[src/rtl/rv_pkg.sv]
// Shared RV32I decode constants: immediate format codes and the major opcodes
// that carry an immediate.
package rv_pkg;

  localparam logic [2:0] IMM_I    = 3'b000;
  localparam logic [2:0] IMM_S    = 3'b001;
  localparam logic [2:0] IMM_B    = 3'b010;
  localparam logic [2:0] IMM_U    = 3'b011;
  localparam logic [2:0] IMM_J    = 3'b100;
  localparam logic [2:0] IMM_NONE = 3'b111;

  localparam logic [6:0] OP_IMM    = 7'b0010011;
  localparam logic [6:0] OP_LOAD   = 7'b0000011;
  localparam logic [6:0] OP_JALR   = 7'b1100111;
  localparam logic [6:0] OP_SYSTEM = 7'b1110011;
  localparam logic [6:0] OP_STORE  = 7'b0100011;
  localparam logic [6:0] OP_BRANCH = 7'b1100011;
  localparam logic [6:0] OP_LUI    = 7'b0110111;
  localparam logic [6:0] OP_AUIPC  = 7'b0010111;
  localparam logic [6:0] OP_JAL    = 7'b1101111;
  localparam logic [6:0] OP_R      = 7'b0110011;

endpackage

[src/rtl/imm_extract.sv]
// Combinational immediate extraction for the five RV32I formats, sign-extended
// from instr[31] to XLEN. Codes outside IMM_I..IMM_J produce zero.
module imm_extract
  import rv_pkg::*;
#(
  parameter int XLEN = 32
) (
  input  logic [31:0]     instr,
  input  logic [2:0]      fmt,
  output logic [XLEN-1:0] imm
);

  logic [31:0] imm32;

  always_comb begin
    // NOTE: default first so every path assigns imm32 and no latch is inferred.
    imm32 = '0;
    case (fmt)
      IMM_I:   imm32 = {{20{instr[31]}}, instr[31:20]};
      IMM_S:   imm32 = {{20{instr[31]}}, instr[31:25], instr[11:7]};
      IMM_B:   imm32 = {{20{instr[31]}}, instr[7], instr[30:25], instr[11:8], 1'b0};
      IMM_U:   imm32 = {instr[31:12], 12'b0};
      IMM_J:   imm32 = {{12{instr[31]}}, instr[19:12], instr[20], instr[30:21], 1'b0};
      default: imm32 = '0;
    endcase
  end

  // Every 32-bit form already carries instr[31] in bit 31, so widening is a plain sign extension.
  assign imm = XLEN'($signed(imm32));

endmodule

[src/rtl/imm_gen_stage.sv]
// ID/EX immediate stage: selects the format (external or opcode-decoded),
// extracts the immediate and registers it with valid/stall/flush control.
module imm_gen_stage
  import rv_pkg::*;
#(
  parameter int XLEN        = 32,
  parameter bit AUTO_DECODE = 1'b0
) (
  input  logic            clk,
  input  logic            rst,
  input  logic            in_valid,
  input  logic [31:0]     instr,
  input  logic [2:0]      imm_src,
  input  logic            stall,
  input  logic            flush,
  output logic            out_valid,
  output logic [XLEN-1:0] imm_ext,
  output logic [2:0]      imm_type,
  output logic            illegal
);

  logic [2:0]      fmt;
  logic            fmt_illegal;
  logic [XLEN-1:0] imm_comb;

  always_comb begin
    fmt         = IMM_NONE;
    fmt_illegal = 1'b0;
    if (AUTO_DECODE) begin
      case (instr[6:0])
        OP_IMM, OP_LOAD, OP_JALR, OP_SYSTEM: fmt = IMM_I;
        OP_STORE:                            fmt = IMM_S;
        OP_BRANCH:                           fmt = IMM_B;
        OP_LUI, OP_AUIPC:                    fmt = IMM_U;
        OP_JAL:                              fmt = IMM_J;
        OP_R:                                fmt = IMM_NONE;
        default:                             fmt_illegal = 1'b1;
      endcase
    end else begin
      // Reserved codes pass through as the reported type; the extractor yields zero for them.
      fmt         = imm_src;
      fmt_illegal = (imm_src > IMM_J);
    end
  end

  imm_extract #(.XLEN(XLEN)) u_extract (
    .instr (instr),
    .fmt   (fmt),
    .imm   (imm_comb)
  );

  // NOTE: sequential state uses non-blocking assignments so all registers update together.
  always_ff @(posedge clk) begin
    if (rst || flush) begin
      out_valid <= 1'b0;
      imm_ext   <= '0;
      imm_type  <= '0;
      illegal   <= 1'b0;
    end else if (!stall) begin
      out_valid <= in_valid;
      imm_ext   <= imm_comb;
      imm_type  <= fmt;
      illegal   <= in_valid & fmt_illegal;
    end
  end

endmodule

[config.mk]
export PLATFORM = sky130hd
export DESIGN_NAME = imm_gen_stage
export DESIGN_NICKNAME = d
export VERILOG_FILES = /design/src/rtl/rv_pkg.sv /design/src/rtl/imm_extract.sv /design/src/rtl/imm_gen_stage.sv
export SDC_FILE = /design/constraint.sdc
export NUM_CORES = 1
export LEC_CHECK = 0
export ABC_AREA = 1
export BUFFER_PORTS_ARGS = -buffer_cell sky130_fd_sc_hd__buf_2
export CAP_MARGIN = 30
export CORE_MARGIN = 3
export CORE_UTILIZATION = 53
export DETAILED_ROUTE_END_ITERATION = 7
export PLACE_DENSITY_LB_ADDON = 0.08
export SLEW_MARGIN = 20
export SYNTH_ARGS = -nofsm -noshare
export SYNTH_HDL_FRONTEND = slang
export SYNTH_HIERARCHICAL = 1
export SYNTH_SLANG_ARGS = --single-unit
[constraint.sdc]
create_clock -name clk -period 2.28 [get_ports clk]
set_clock_uncertainty 0.05 [all_clocks]
set_input_delay 0.114 -clock clk [delete_from_list [all_inputs] [get_ports clk]]
set_output_delay 0.114 -clock clk [all_outputs]
set_load 0.01 [all_outputs]
# Word level (Yosys, flattened, before mapping)
# Cells that the tools add are included.
# totals
regBits	37
latch_bits	0
ramBits	0
mem_bits_ro	0
input_bits	40
elab_cells	13
memories	0
# op_classes
add_sub_neg	0
multipliers	0
div_mod_pow	0
order_cmp	1
n_eq_ne	4
shift	0
n_mux	1
n_bitwise	1
n_reduce_logical	2
# ops
cell	n
32-bit one-hot mux with 5 select lines	1
3-bit by 2-bit equality test with 1-bit output, second input constant	2
3-bit by 1-bit equality test with 1-bit output, second input constant	1
3-bit equality test, second input constant	1
3-bit > comparator, second input constant	1
3-bit zero test	1
1-bit bitwise AND	1
1-bit logical OR	1

# Depth between registers and ports, before layout
# logic_depth
word_depth	2
ltp_mapped	7
ltp_nobuf	6

# Hierarchy
# The synthesis kept the hierarchy.
# modules_own_cells
module	instances	cells_per_inst	area_each_um2	seq_area_each_um2
imm_gen_stage	1	165	1435.1	740.7
imm_extract	1	102	594.3	0.0

# Worst setup path before layout
# Ideal clock, no wire load.
# synth_path
kind	input to register
startpoint	input imm_src[1]
endpoint	register imm_ext[12]
setup_time_ps	66
arrival_ps	760
required_ps	2164
path_slack_ps	1404
stages	6
n_path_buf	1
cell_sequence	nor2_4 -> buf_2 -> nand3_1 -> nand3_1 -> nand2_1 -> a21oi_2
# synth_between
elab_chain_len	2
# synth_lines
element	line	text
start, declared	imm_gen_stage.sv:13	input logic [2:0] imm_src,
3-bit equality test (tied with other cells)	imm_extract.sv:18	case (fmt)
32-bit one-hot mux with 5 select lines *	imm_extract.sv:18	
named net imm_comb[12]	imm_gen_stage.sv:24	logic [XLEN-1:0] imm_comb;
end signal, assigned	imm_gen_stage.sv:61	imm_ext <= imm_comb;
end, declared	imm_gen_stage.sv:17	output logic [XLEN-1:0] imm_ext,
# The timed path passes the listed nets; every way through them passes the cells marked *.
# A chain may end at the register's enable or synchronous reset.

# Worst setup path after layout
# layout_path
startpoint	input imm_src[1]
endpoint	register imm_ext[25]
# Same word-level chain as after synthesis.

==> results list <==
* Port buffer count: 69
- Internal power component: 1.02 mW
- Counting every sink on the clock net gives 37.
- Arrival time reported for the critical path endpoint: 1360 ps
- The critical path in this run is classified as in -> reg.
- The finished layout holds 373 standard cells, fillers aside.
- Inserted Clock Buffers: 5
* Switching share of total power: 27.7%
* Simple-gate share of the synthesized area: 39.2%
* Top-area cell type share of the netlist area: 36.5%
- After detailed placement, the design holds a cell count of 364.
* CTS tree: done
* Fraction of the yosys area taken by sequential cells: 36.5%
- Max Root-Sink Buffers: 2
- Summing all placed instances gives a cell area of 0.00228 mm2.
* Leakage power total: 1.13 nW
* First-pass GRT wire length: 7830 um
* Overall Global Routing Usage: 22.6%
* Std-Cell Rows: 21
- Xor/xnor share of the synthesized area: 0%
- In the routed layout, each cell is associated on average with a via count of 5.14.
- Fraction of layout instances using a drive strength above 1: 40.4%
* Area of the core region: 0.00352 mm2
- After Yosys synthesis, full adders, half adders and majority gates account for 0% of the synthesized area.
- Antenna violations before repair: 0
- Startpoint type of the worst setup path: primary input
* Clock network latency to the later pin of the worst-skew pair: 280 ps
- At the pin with the least slew margin, the transition time is 568 ps.
- After synthesis, the share of cell area in mux cells is 0%.
* Vias in the first global route: 1,738
- In the final routed layout, each cell accounts on average for 12.8 um.
- The smallest clock period supported by the final layout is computed as 1190 ps.
- H-Tree Level Count: 2
- After global routing the overflow that remains totals 0.
* Portion of the clock cycle consumed by the worst path in the final layout: 52.2%
- Worst Path Required: 2450 ps
- Max-cap violations: 0
* Total of fill cells in the finished design: 343
- Entering global routing, the biggest net connects 39 pins.
- Gate count of the mapped netlist: 267
- Of the total power, the clock network draws 35.8%.
- Total of endpoints with negative setup slack in the final report: 0
- Once detail routing completed, the nets flagged for antenna violations numbered 0.
- Post-layout instance area: 0.00241 mm2
* Initial cell density of the core: 57.6%
- At the end of routability-driven placement, the weighted congestion stood at 0.835.
- Summed over all layers, the routed wires come to 4760 um.
* Clk pin slew, worst setup/hold paths: 70 ps
- Summed over all failing endpoints, the final setup total negative slack is 0 ps.
* Post-synthesis cell type count: 21
* Synth Warn #: 6
* Root buffer cell: clkbuf_8
- By area, the combinational part of the netlist is dominated by simple AND/OR/NAND/NOR gates.
* Drt pass-1 iters: 6
- Max-slew violation count: 0
* Status: completed
* Die Outline Area: 0.00461 mm2
- Largest area contributor in the synthesized netlist: dfxtp_1
- Registers take 741 um2.
- The number of setup buffers added after CTS is 0.
- Synthesis inferred 37 register bits.
- Average cell area after synthesis: 7.60 um2
- The final route contains 1,916 vias.
* Detailed-placement wirelength estimate: 3180 um
- First-iteration detailed-routing DRC count: 152
- The tightest min-delay check is of the in -> reg type.
* Synth Area in Compound Gates: 15.0%
- Post-synthesis net count: 307
- RSZ-0062 raised after global routing: no
- Net switching power: 0.390 mW
- Hold Buf Count CTS: 0
* Post-route DRC: 0
* Critical path peak fanout: 16
- Multi-input gate area in the final layout: 0.00110 mm2
- Final net count: 366
* Quantity of gates resized following cts: 0
* Leading cell types in the layout, fill and taps excluded: nand2_1 (97), buf_2 (69), dfxtp_1 (37)
- Crit path capture type: register
- Most common library cell in the layout ignoring fill and taps: nand2_1
- Measured against its own limit, the worst slew margin works out to 62.1%.
* Maximum frequency from static timing analysis: 840 MHz
- Area Overhead vs Synth: 18.9%
- In this run the vertical extent of the chip is 67.9 um.
- During I/O placement, the number of pins put on the boundary was 77.
* Main area contributors after synthesis: dfxtp_1 (36%), nand2_1 (18%), a21oi_2 (13%), nand3_1 (4.9%), nand3_2 (4.9%)
* Logic gate share of total power: 16.7%
- Dividing total power by cell area gives a power density of 585 mW/mm2.
- N_diodes: 0
- X dimension of the die: 67.9 um
- Sequential cells account for 47.5% of the total power.
- Total standard cell area after synthesis: 0.00203 mm2
- Number of hold violations in the final report: 0
- Max IR drop VDD: 374 uV
## synthesized netlist by cell type, drive strengths merged
cell type,instances
a21oi,38
buf,19
dfxtp,37
inv,9
nand2,101
nand3,31
nand4,14
nor2,16
o21ai,1
or2,1
## power groups by stage
stage          Clock, mW  Combinational (mW)  Sequential, mW
2_1_floorplan          0               0.161           0.693
3_3_place_gp           0               0.228           0.685
3_5_place_dp           0               0.231           0.685
4_1_cts            0.509               0.232           0.670
5_1_grt            0.542               0.264           0.672
6_report           0.505               0.236           0.670
## flip-flops by register name (all words and copies together) (netlist names)
name,flops
illegal,1
imm_ext,32
imm_type,3
out_valid,1
## per-stage QoR
step	hold slack (ps)	setup slack, ps	util [%]	total power, mW
4_1_cts	101	1090	67.8	1.41
3_3_place_gp	391	819	64.9	0.913
5_1_grt	113	960	68.6	1.48
6_report	107	1090	68.6	1.41
3_5_place_dp	399	793	64.9	0.916
2_1_floorplan	206	1400	-	0.854
## worst max-delay path: stages
cell and delay, ps:
buf_2 220, nor2_4 380, nand2_2 290, nand3_2 140, nand2_1 70, a21oi_2 150
## logic make-up after synthesis
group / count (synthesis)
AND/OR/NAND/NOR: 163
AO/OA/AOI/OAI: 39
flip-flops: 37
buffers and inverters: 28
## layout make-up
| cell class | count | share of cell area [%] |
|---|---|---|
| Clock buffer | 7 | 3.99 |
| Clock inverter | 1 | 0.207 |
| Inverter | 9 | 1.40 |
| Multi-Input combinational cell | 202 | 45.6 |
| Sequential cell | 37 | 30.7 |
| Tap cell | 46 | 2.38 |
| Timing Repair Buffer | 71 | 15.8 |
## path summary, 6_finish.rpt
path         cells past startpoint   startpoint  slack (ps)           to
max reg2reg                      2  imm_ext[25]        1600  imm_ext[25]
min                              5     in_valid         110      illegal
min reg2reg                      2  imm_ext[15]         410  imm_ext[15]
max                              6   imm_src[1]        1090  imm_ext[25]
## layer usage
metal	vias up	track usage, %	routed length [um]
li1	998	-	-
met1	853	28.2	2210
met2	63	37.2	2170
met3	2	6.40	343
met4	0	8.19	35
met5	-	0	0
Power figures use the tool's default switching activity.
